### src/rtl/clk_seq_pkg.sv
// Shared types and select widths for the clock-select sequencer and the clock controller.
package clk_seq_pkg;

  localparam int MASTER_SEL_W = 1;
  localparam int DESIGN_SEL_W = 3;

  typedef enum logic [2:0] {
    ST_INIT,
    ST_IDLE,
    ST_ASSERT,
    ST_SWITCH,
    ST_SETTLE
  } state_t;

endpackage

### src/rtl/clk_seq_timer.sv
// Loadable down-counter; 'expired' marks the last cycle of a loaded interval.
module clk_seq_timer #(
  parameter int CNT_W = 8
) (
  input  logic             CLK,
  input  logic             load,
  input  logic [CNT_W-1:0] value,
  output logic             expired
);

  logic [CNT_W-1:0] cnt;

  always_ff @(posedge CLK) begin
    if (load)
      cnt <= value;
    else if (cnt != '0)
      cnt <= cnt - CNT_W'(1);
  end

  // Loading N gives exactly N cycles before the owner sees expired acted upon.
  assign expired = (cnt <= CNT_W'(1));

endmodule

### src/rtl/clk_select_sequencer.sv
// Sequences clock-select changes: reset hold, select switch, settle, release.
// Optional: define CLK_SEQ_SKIP_SAME_EN to complete same-config requests without a reset pulse.
module clk_select_sequencer
  import clk_seq_pkg::*;
#(
  parameter int HOLD_CYCLES   = 4,
  parameter int SETTLE_CYCLES = 8,
  parameter int CNT_W         = 8
) (
  input  logic                    CLK,
  input  logic                    RESET,
  input  logic                    REQ_VALID,
  output logic                    REQ_READY,
  input  logic [MASTER_SEL_W-1:0] REQ_MASTER_SEL,
  input  logic [DESIGN_SEL_W-1:0] REQ_DESIGN_SEL,
  output logic [MASTER_SEL_W-1:0] MASTER_CLK_SELECT,
  output logic [DESIGN_SEL_W-1:0] DESIGN_CLK_SELECT,
  output logic                    PORESETn,
  output logic                    BUSY,
  output logic                    DONE,
  output logic [CNT_W-1:0]        SWITCH_COUNT
);

  if (HOLD_CYCLES < 1 || SETTLE_CYCLES < 1 ||
      (HOLD_CYCLES >> CNT_W) != 0 || (SETTLE_CYCLES >> CNT_W) != 0) begin : g_param_chk
    $error("clk_select_sequencer: HOLD_CYCLES/SETTLE_CYCLES must be >= 1 and fit in CNT_W");
  end

  state_t                  state;
  logic [MASTER_SEL_W-1:0] hold_master;
  logic [DESIGN_SEL_W-1:0] hold_design;
  logic                    accept;
  logic                    skip;
  logic                    timer_load;
  logic [CNT_W-1:0]        timer_value;
  logic                    expired;

  assign accept = REQ_VALID && REQ_READY && (state == ST_IDLE);

`ifdef CLK_SEQ_SKIP_SAME_EN
  assign skip = (REQ_MASTER_SEL == MASTER_CLK_SELECT) && (REQ_DESIGN_SEL == DESIGN_CLK_SELECT);
`else
  assign skip = 1'b0;
`endif

  // One timer serves INIT/SETTLE (loaded on reset and leaving SWITCH) and ASSERT (on accept).
  assign timer_load  = RESET || (accept && !skip) || (state == ST_SWITCH);
  assign timer_value = (!RESET && state == ST_IDLE) ? CNT_W'(HOLD_CYCLES) : CNT_W'(SETTLE_CYCLES);

  clk_seq_timer #(.CNT_W(CNT_W)) u_timer (
    .CLK     (CLK),
    .load    (timer_load),
    .value   (timer_value),
    .expired (expired)
  );

  always_ff @(posedge CLK) begin
    if (RESET) begin
      state             <= ST_INIT;
      PORESETn          <= 1'b0;
      MASTER_CLK_SELECT <= '0;
      DESIGN_CLK_SELECT <= '0;
      REQ_READY         <= 1'b0;
      BUSY              <= 1'b1;
      DONE              <= 1'b0;
      SWITCH_COUNT      <= '0;
      hold_master       <= '0;
      hold_design       <= '0;
    end else begin
      DONE <= 1'b0;
      case (state)
        ST_INIT: begin
          if (expired) begin
            state     <= ST_IDLE;
            PORESETn  <= 1'b1;
            REQ_READY <= 1'b1;
            BUSY      <= 1'b0;
          end
        end
        ST_IDLE: begin
          if (accept && skip) begin
            DONE <= 1'b1;
          end else if (accept) begin
            state       <= ST_ASSERT;
            hold_master <= REQ_MASTER_SEL;
            hold_design <= REQ_DESIGN_SEL;
            PORESETn    <= 1'b0;
            REQ_READY   <= 1'b0;
            BUSY        <= 1'b1;
          end
        end
        ST_ASSERT: begin
          // Selects move only here, deep inside the reset window.
          if (expired) begin
            state             <= ST_SWITCH;
            MASTER_CLK_SELECT <= hold_master;
            DESIGN_CLK_SELECT <= hold_design;
            SWITCH_COUNT      <= SWITCH_COUNT + CNT_W'(1);
          end
        end
        ST_SWITCH: begin
          state <= ST_SETTLE;
        end
        ST_SETTLE: begin
          if (expired) begin
            state     <= ST_IDLE;
            PORESETn  <= 1'b1;
            DONE      <= 1'b1;
            REQ_READY <= 1'b1;
            BUSY      <= 1'b0;
          end
        end
        default: begin
          state <= ST_INIT;
        end
      endcase
    end
  end

endmodule

### config.mk
export PLATFORM = sky130hd
export DESIGN_NAME = clk_select_sequencer
export DESIGN_NICKNAME = d
export VERILOG_FILES = /design/src/rtl/clk_seq_pkg.sv /design/src/rtl/clk_seq_timer.sv /design/src/rtl/clk_select_sequencer.sv
export SDC_FILE = /design/constraint.sdc
export NUM_CORES = 1
export LEC_CHECK = 0
export CAP_MARGIN = 30
export CELL_PAD_IN_SITES_DETAIL_PLACEMENT = 1
export CELL_PAD_IN_SITES_GLOBAL_PLACEMENT = 1
export CORE_ASPECT_RATIO = 1.2
export CORE_MARGIN = 5
export CORE_UTILIZATION = 43
export DETAILED_ROUTE_END_ITERATION = 8
export PLACE_DENSITY = 0.86
export SLEW_MARGIN = 20
export SYNTH_ARGS = -nofsm -noshare
export SYNTH_HDL_FRONTEND = slang
export SYNTH_HIERARCHICAL = 1
export SYNTH_SLANG_ARGS = --single-unit
### constraint.sdc
create_clock -name CLK -period 6.12 [get_ports CLK]
set_input_delay 1.53 -clock CLK [delete_from_list [all_inputs] [get_ports CLK]]
set_output_delay 1.53 -clock CLK [all_outputs]
set_load 0.02 [all_outputs]
==> results of run 1 <==
==> cells in the final DEF (no fill, tap or decap), types with 3 or more instances in the layout <==
cell and count:
or3_1 4, nor2_1 10, or3b_2 3, or4_1 5
dfxtp_1 22, nand3_1 10, o21ai_0 11, nor3b_1 3
ha_1 3, conb_1 6, a21oi_1 13, edfxtp_1 8
inv_1 6, mux2i_1 6, nand2_1 8, clkbuf_8 5
clkdlybuf4s50_1 22, o31ai_1 4
==> state kept, by name, indices dropped and copies added (netlist names) <==
register           flops
SWITCH_COUNT           8
u_timer/cnt            8
DESIGN_CLK_SELECT      3
hold_design            3
state                  3
BUSY                   1
DONE                   1
MASTER_CLK_SELECT      1
PORESETn               1
hold_master            1
==> critical path, stage by stage <==
cell             delay, ns
clkdlybuf4s50_1       0.88
o21bai_1              0.59
or3_1                 0.63
==> final timing paths <==
| check | slack [ns] | from | endpoint | depth (start not counted) |
|---|---|---|---|---|
| max | 2.47 | RESET | u_timer/cnt[2] | 3 |
| min | 0.47 | BUSY | BUSY | 1 |
| max reg2reg | 2.66 | u_timer/cnt[4] | SWITCH_COUNT[7] | 6 |
| min reg2reg | 0.47 | BUSY | BUSY | 1 |
==> report_power, final <==
part           internal, mW  switching [mW]
registers             0.214          0.0109
logic                0.0180          0.0201
clock network         0.103          0.0776
total                 0.335           0.109
==> layer usage <==
metal	global-route usage, %	share of wire [%]
met5	0	0
met4	8.962	2.0
met3	5.199	4.0
met2	29.76	53
met1	17.51	41
==> cell type report <==
| class | instances | share of cell area (%) |
|---|---|---|
| Clock buffer | 6 | 5.252 |
| Clock inverter | 2 | 0.5602 |
| Inverter | 6 | 1.261 |
| Multi-Input combinational cell | 114 | 39.92 |
| Sequential cell | 30 | 38.10 |
| Tap cell | 37 | 2.591 |
| Timing Repair Buffer | 22 | 12.32 |
==> kinds of logic (layout without fill, tap and decap cells) <==
family | after synthesis | in the layout | share of synthesized area (%)
XOR/XNOR | 3 | 3 | 1.815
adder cells (fa/ha/maj) | 3 | 3 | 2.593
multiplexers | 7 | 7 | 4.927
AND/OR/NAND/NOR | 60 | 60 | 24.46
other | 1 | 6 | 0.2590
flip-flops | 30 | 30 | 47.02
buffers and inverters | 13 | 36 | 5.012
AO/OA/AOI/OAI | 35 | 35 | 13.92
==> through the flow <==
step           power, mW  utilization, %  std cells
2_1_floorplan     0.2521               -        157
3_3_place_gp      0.2631           50.85        209
3_5_place_dp      0.2664           50.85        209
4_1_cts           0.4480           53.99        217
5_1_grt           0.4648           53.99        217
6_report          0.4437           53.99        217
==> impl_metrics.csv, run 1 <==
group,metric,value,unit
timing,setup_viol,0,
clocking,cts_root_buffer,"clkbuf_8",
floorplanning,die_w,62.97,um
global_routing,grt_pass1_wl,6.051,mm
place,post-place-ws,2.204,ns
clocking,htree_num_levels,2,
timing,tightest_slew,0.9054,ns
yosys,synth_commonest_cells,"22 x dfxtp_1, 13 x a21oi_1, 11 x o21ai_0",
worst_setup_path,endpoint_kind,"flop",
yosys,ys.flop_type,"dfxtp_1",
timing,slew_headroom,39.45,%
yosys,async_reset_ff_share,0,%
place,port_buffers,22,
final_layout,n_fill_cell,366,
clocking,post_cts_buffers,0,
yosys,synth_top_area_cell,"dfxtp_1",
place,place.gp.congestion,0.8353,
timing,timing.final.ws_setup,2.472,ns
clocking,clock_sinks,30,
pwr,power_density,248.3,nW/um2
clocking,cts.path.max_buffers,2,
routing,vias_per_cell,5.682,
yosys,syn_avg_cell_area,9.524,um2
clocking,post_cts_resize_count,0,
yosys,yosysWarnings,6,
timing,slew_violations,0,
timing,period_needed,3.648,ns
pwr,vdd_drop_max,0.1698,mV
timing,max_freq,0.2742,GHz
floorplanning,ios,23,
worst_setup_path,cp_max_fo,25,
timing,fin_setup_tns,0,ns
worst_setup_path,crit_arrival,3.63,ns
yosys,syn_area,1448,um2
worst_hold_path,hold_class,"reg2reg",
final_layout,antennaDiodeCount,0,
floorplanning,dieArea,4632,um2
run_status,status,"finished clean",
timing,fin_hold_ws,0.4674,ns
yosys,netlist.area_leader.share,30.42,%
final_layout,fin_area,1787,um2
routing,drc,0,
final_layout,drive_above_1_share,9.444,%
place,post-dp-hpwl,2.585,mm
clocking,clkLatencyLatePin,0.29,ns
clocking,clk_pin_slew,0.06,ns
routing,via_count,1233,
worst_setup_path,required,6.11,ns
final_layout,ff_latch_area,680.7,um2
floorplanning,core_area,3309,um2
timing,skew,0.005204,ns
yosys,yosys.cell_count.top_type,"dfxtp_1",
floorplanning,num_rows,23,
timing,rsz0062_at_grt,"false",
routing,postRouteAntennaNets,0,
final_layout,syn_to_final_growth,23.42,%
routing,drt_iter0_drc,46,
floorplanning,start_util,43.74,%
clocking,cts_tree,"built",
yosys,synth_top_cells_by_area,"dfxtp_1 30%, edfxtp_1 17%, a21oi_1 4.5%",
clocking,cts_hold_buf,0,
global_routing,overflow,0,
worst_setup_path,crit_path_start_kind,"input port",
yosys,synth_cell_types,41,
routing,wl_per_cell,16.16,um
global_routing,grt_pass1_vias,1349,
clocking,cts_buffers,5,
final_layout,nNetsFinal,189,
global_routing,antenna_found_initial,0,
place,dpl_cell_area,1683,um2
global_routing,track_usage,16.71,%
yosys,ys_seq_elements,30,
pwr,p_leak,0.6558,nW
routing,wirelength,3.507,mm
job,max-cap-violations,0,
timing,fin_crit_sh,59.60,%
timing,hold_viol,0,
global_routing,grt_max_degree,26,
yosys,synth_edf_count,8,
yosys,synth_cells,152,
yosys,yosysSeqAreaShare,47.02,%
worst_setup_path,worstSetupPathType,"in2reg",
final_layout,multiInputGateArea,713.2,um2
floorplanning,die_h,73.56,um
routing,drt-pass1-iter-count,4,
Note: power is estimated with default switching activity, not from simulation.
==> inputs of run 2 (changes only) <==
--- a/config.mk
+++ b/config.mk
@@ -10,9 +10,9 @@
 export CELL_PAD_IN_SITES_GLOBAL_PLACEMENT = 1
 export CORE_ASPECT_RATIO = 1.2
 export CORE_MARGIN = 5
-export CORE_UTILIZATION = 43
+export CORE_UTILIZATION = 36
 export DETAILED_ROUTE_END_ITERATION = 8
-export PLACE_DENSITY = 0.86
+export PLACE_DENSITY = 0.77
 export SLEW_MARGIN = 20
 export SYNTH_ARGS = -nofsm -noshare
 export SYNTH_HDL_FRONTEND = slang
==> constraint.sdc (replaced) <==
create_clock -name CLK -period 3.25 [get_ports CLK]
set_input_delay 0.8125 -clock CLK [delete_from_list [all_inputs] [get_ports CLK]]
set_output_delay 0.8125 -clock CLK [all_outputs]
set_load 0.02 [all_outputs]
==> run 2 against run 1 <==
Against the previous run: non-clock buffer count is 3 higher; routed wire length is 0.83% lower; via count is 2.6% lower; combinational power is 87% higher; clock power is 52% higher; sequential share of layout area is 0.45 points lower; sequential cell count stayed put; first-iteration DRC count is 43% lower; register-to-register slack worse by 2.3 ns; critical path depth is 4 higher; worst setup slack worse by 2.1 ns; cell area is 1.2% higher; critical path type is now reg2reg.
==> impl_metrics.csv, run 2 (synthesis results as in run 1) <==
group,metric,value,unit
final_layout,fin_util,46.24,%
clocking,clk_pin_slew,0.06,ns
worst_setup_path,cp_max_fo,17,
place,dpl_cell_area,1727,um2
routing,vias_per_cell,5.068,
routing,drt-pass1-iter-count,4,
place,post-dp-hpwl,2.691,mm
global_routing,antenna_found_initial,0,
routing,via_count,1201,
worst_setup_path,required,3.41,ns
timing,slew_headroom,51.57,%
worst_setup_path,crit_path_start_kind,"flop",
worst_setup_path,crit_arrival,3.09,ns
floorplanning,ios,23,
worst_setup_path,worstRegToRegCells,7,
final_layout,drive_above_1_share,9.836,%
pwr,p_sw_share,23.95,%
timing,slew_violations,0,
worst_setup_path,reg2reg_to,"SWITCH_COUNT[7]",
clocking,cts_root_buffer,"clkbuf_8",
clocking,clock_sinks,30,
final_layout,syn_to_final_growth,24.89,%
clocking,cts_buffers,5,
worst_hold_path,min-delay-start,"BUSY",
final_layout,fin_area,1808,um2
final_layout,n_fill_cell,457,
pwr,totalPowerFinal,0.7688,mW
floorplanning,core_area,3910,um2
global_routing,overflow,0,
run_status,status,"finished clean",
routing,wirelength,3.478,mm
routing,postRouteAntennaNets,0,
routing,drc,0,
pwr,power_density,425.2,nW/um2
timing,fin_crit_sh,89.93,%
timing,max_freq,0.3421,GHz
global_routing,grt_pass1_wl,6.037,mm
floorplanning,num_rows,25,
routing,drt_iter0_drc,26,
worst_hold_path,holdPathEnd,"BUSY",
timing,skew,0.01026,ns
timing,timing.final.ws_setup,0.3272,ns
pwr,seq_power_share,55.0,%
timing,setup_viol,0,
global_routing,grt_pass1_vias,1227,
job,max-cap-violations,0,
pwr,combPwrFrac,9.3,%
routing,wl_per_cell,14.68,um
pwr,intPower,0.5847,mW
final_layout,nNetsFinal,192,
place,port_buffers,22,
final_layout,layout_common_cells,"22 x dfxtp_1, 22 x clkdlybuf4s50_1, 13 x a21oi_1",
timing,tightest_slew,0.7249,ns
floorplanning,die_h,79.47,um
clocking,cts_tree,"built",
worst_setup_path,worstSetupPathType,"reg2reg",
final_layout,finalNonFillerCells,237,
worst_setup_path,rrSetupSlack,0.33,ns
timing,hold_viol,0,
final_layout,antennaDiodeCount,0,
global_routing,grt_max_degree,25,
timing,rsz0062_at_grt,"false",
clocking,clkLatencyLatePin,0.28,ns
place,place.gp.congestion,0.7650,
clocking,cts_hold_buf,0,
final_layout,top_regs,"SWITCH_COUNT x8, u_timer/cnt x8",
place,post-place-ws,0.3024,ns
clocking,cts.path.max_buffers,2,
pwr,p_leak,0.6561,nW
global_routing,track_usage,14.75,%
clocking,post_cts_resize_count,0,
floorplanning,die_w,67.89,um
worst_setup_path,r2r_start,"u_timer/cnt[4]",
worst_setup_path,endpoint_kind,"flop",
timing,period_needed,2.923,ns
place,dp_cells,229,
pwr,p_clk_share,35.7,%
floorplanning,dieArea,5394,um2
clocking,post_cts_buffers,0,
worst_hold_path,hold_class,"reg2reg",
pwr,p_sw,0.1841,mW
worst_hold_path,holdPathStages,1,
pwr,vdd_drop_max,0.2718,mV
clocking,htree_num_levels,2,
timing,fin_setup_tns,0,ns
timing,fin_hold_ws,0.4792,ns
floorplanning,start_util,37.02,%
## run 2: how the worst max path moves through the flow
stage,start,endpoint,cells past startpoint
2_1_floorplan,u_timer/cnt[4],SWITCH_COUNT[7],7
3_5_place_dp,u_timer/cnt[4],SWITCH_COUNT[7],7
6_report,u_timer/cnt[4],SWITCH_COUNT[7],7
5_1_grt,u_timer/cnt[4],SWITCH_COUNT[7],7
3_3_place_gp,u_timer/cnt[4],SWITCH_COUNT[7],7
4_1_cts,u_timer/cnt[4],SWITCH_COUNT[7],7
## run 2: critical path: stages (launching register included)
cell       delay [ns]
edfxtp_1         0.47
or3_1            0.40
or2_2            0.30
nor4_1           0.55
nand4bb_1        0.17
buf_4            0.23
nor4_1           0.32
mux2_1           0.36
## run 2: layout make-up
| cell class | count | area (um2) | share of cell area [%] |
|---|---|---|---|
| well taps | 54 | 67.56 | 3.737 |
| flip-flops and latches | 30 | 680.7 | 37.65 |
| clock inverters | 2 | 8.758 | 0.4844 |
| clock buffers | 6 | 72.57 | 4.014 |
| multi-input cells | 114 | 713.2 | 39.45 |
| repair buffers | 25 | 242.7 | 13.43 |
| inverters | 6 | 22.52 | 1.246 |
## run 2: metal layers
layer / vias up / global-route usage, % / part of all wire [%]
met5: - / 0 / 0
met4: 0 / 5.368 / 1.7
met3: 6 / 4.085 / 3.5
met2: 20 / 26.87 / 56
met1: 571 / 15.75 / 39
li1: 604 / - / -
## run 2: power groups by stage
stage	Clock (mW)	Combinational (mW)	Sequential [mW]
finish	0.275	0.0713	0.423
CTS	0.283	0.0722	0.423
global route	0.308	0.0808	0.426
global placement	0	0.0681	0.427
detailed placement	0	0.0714	0.431
floorplan	0	0.0506	0.424
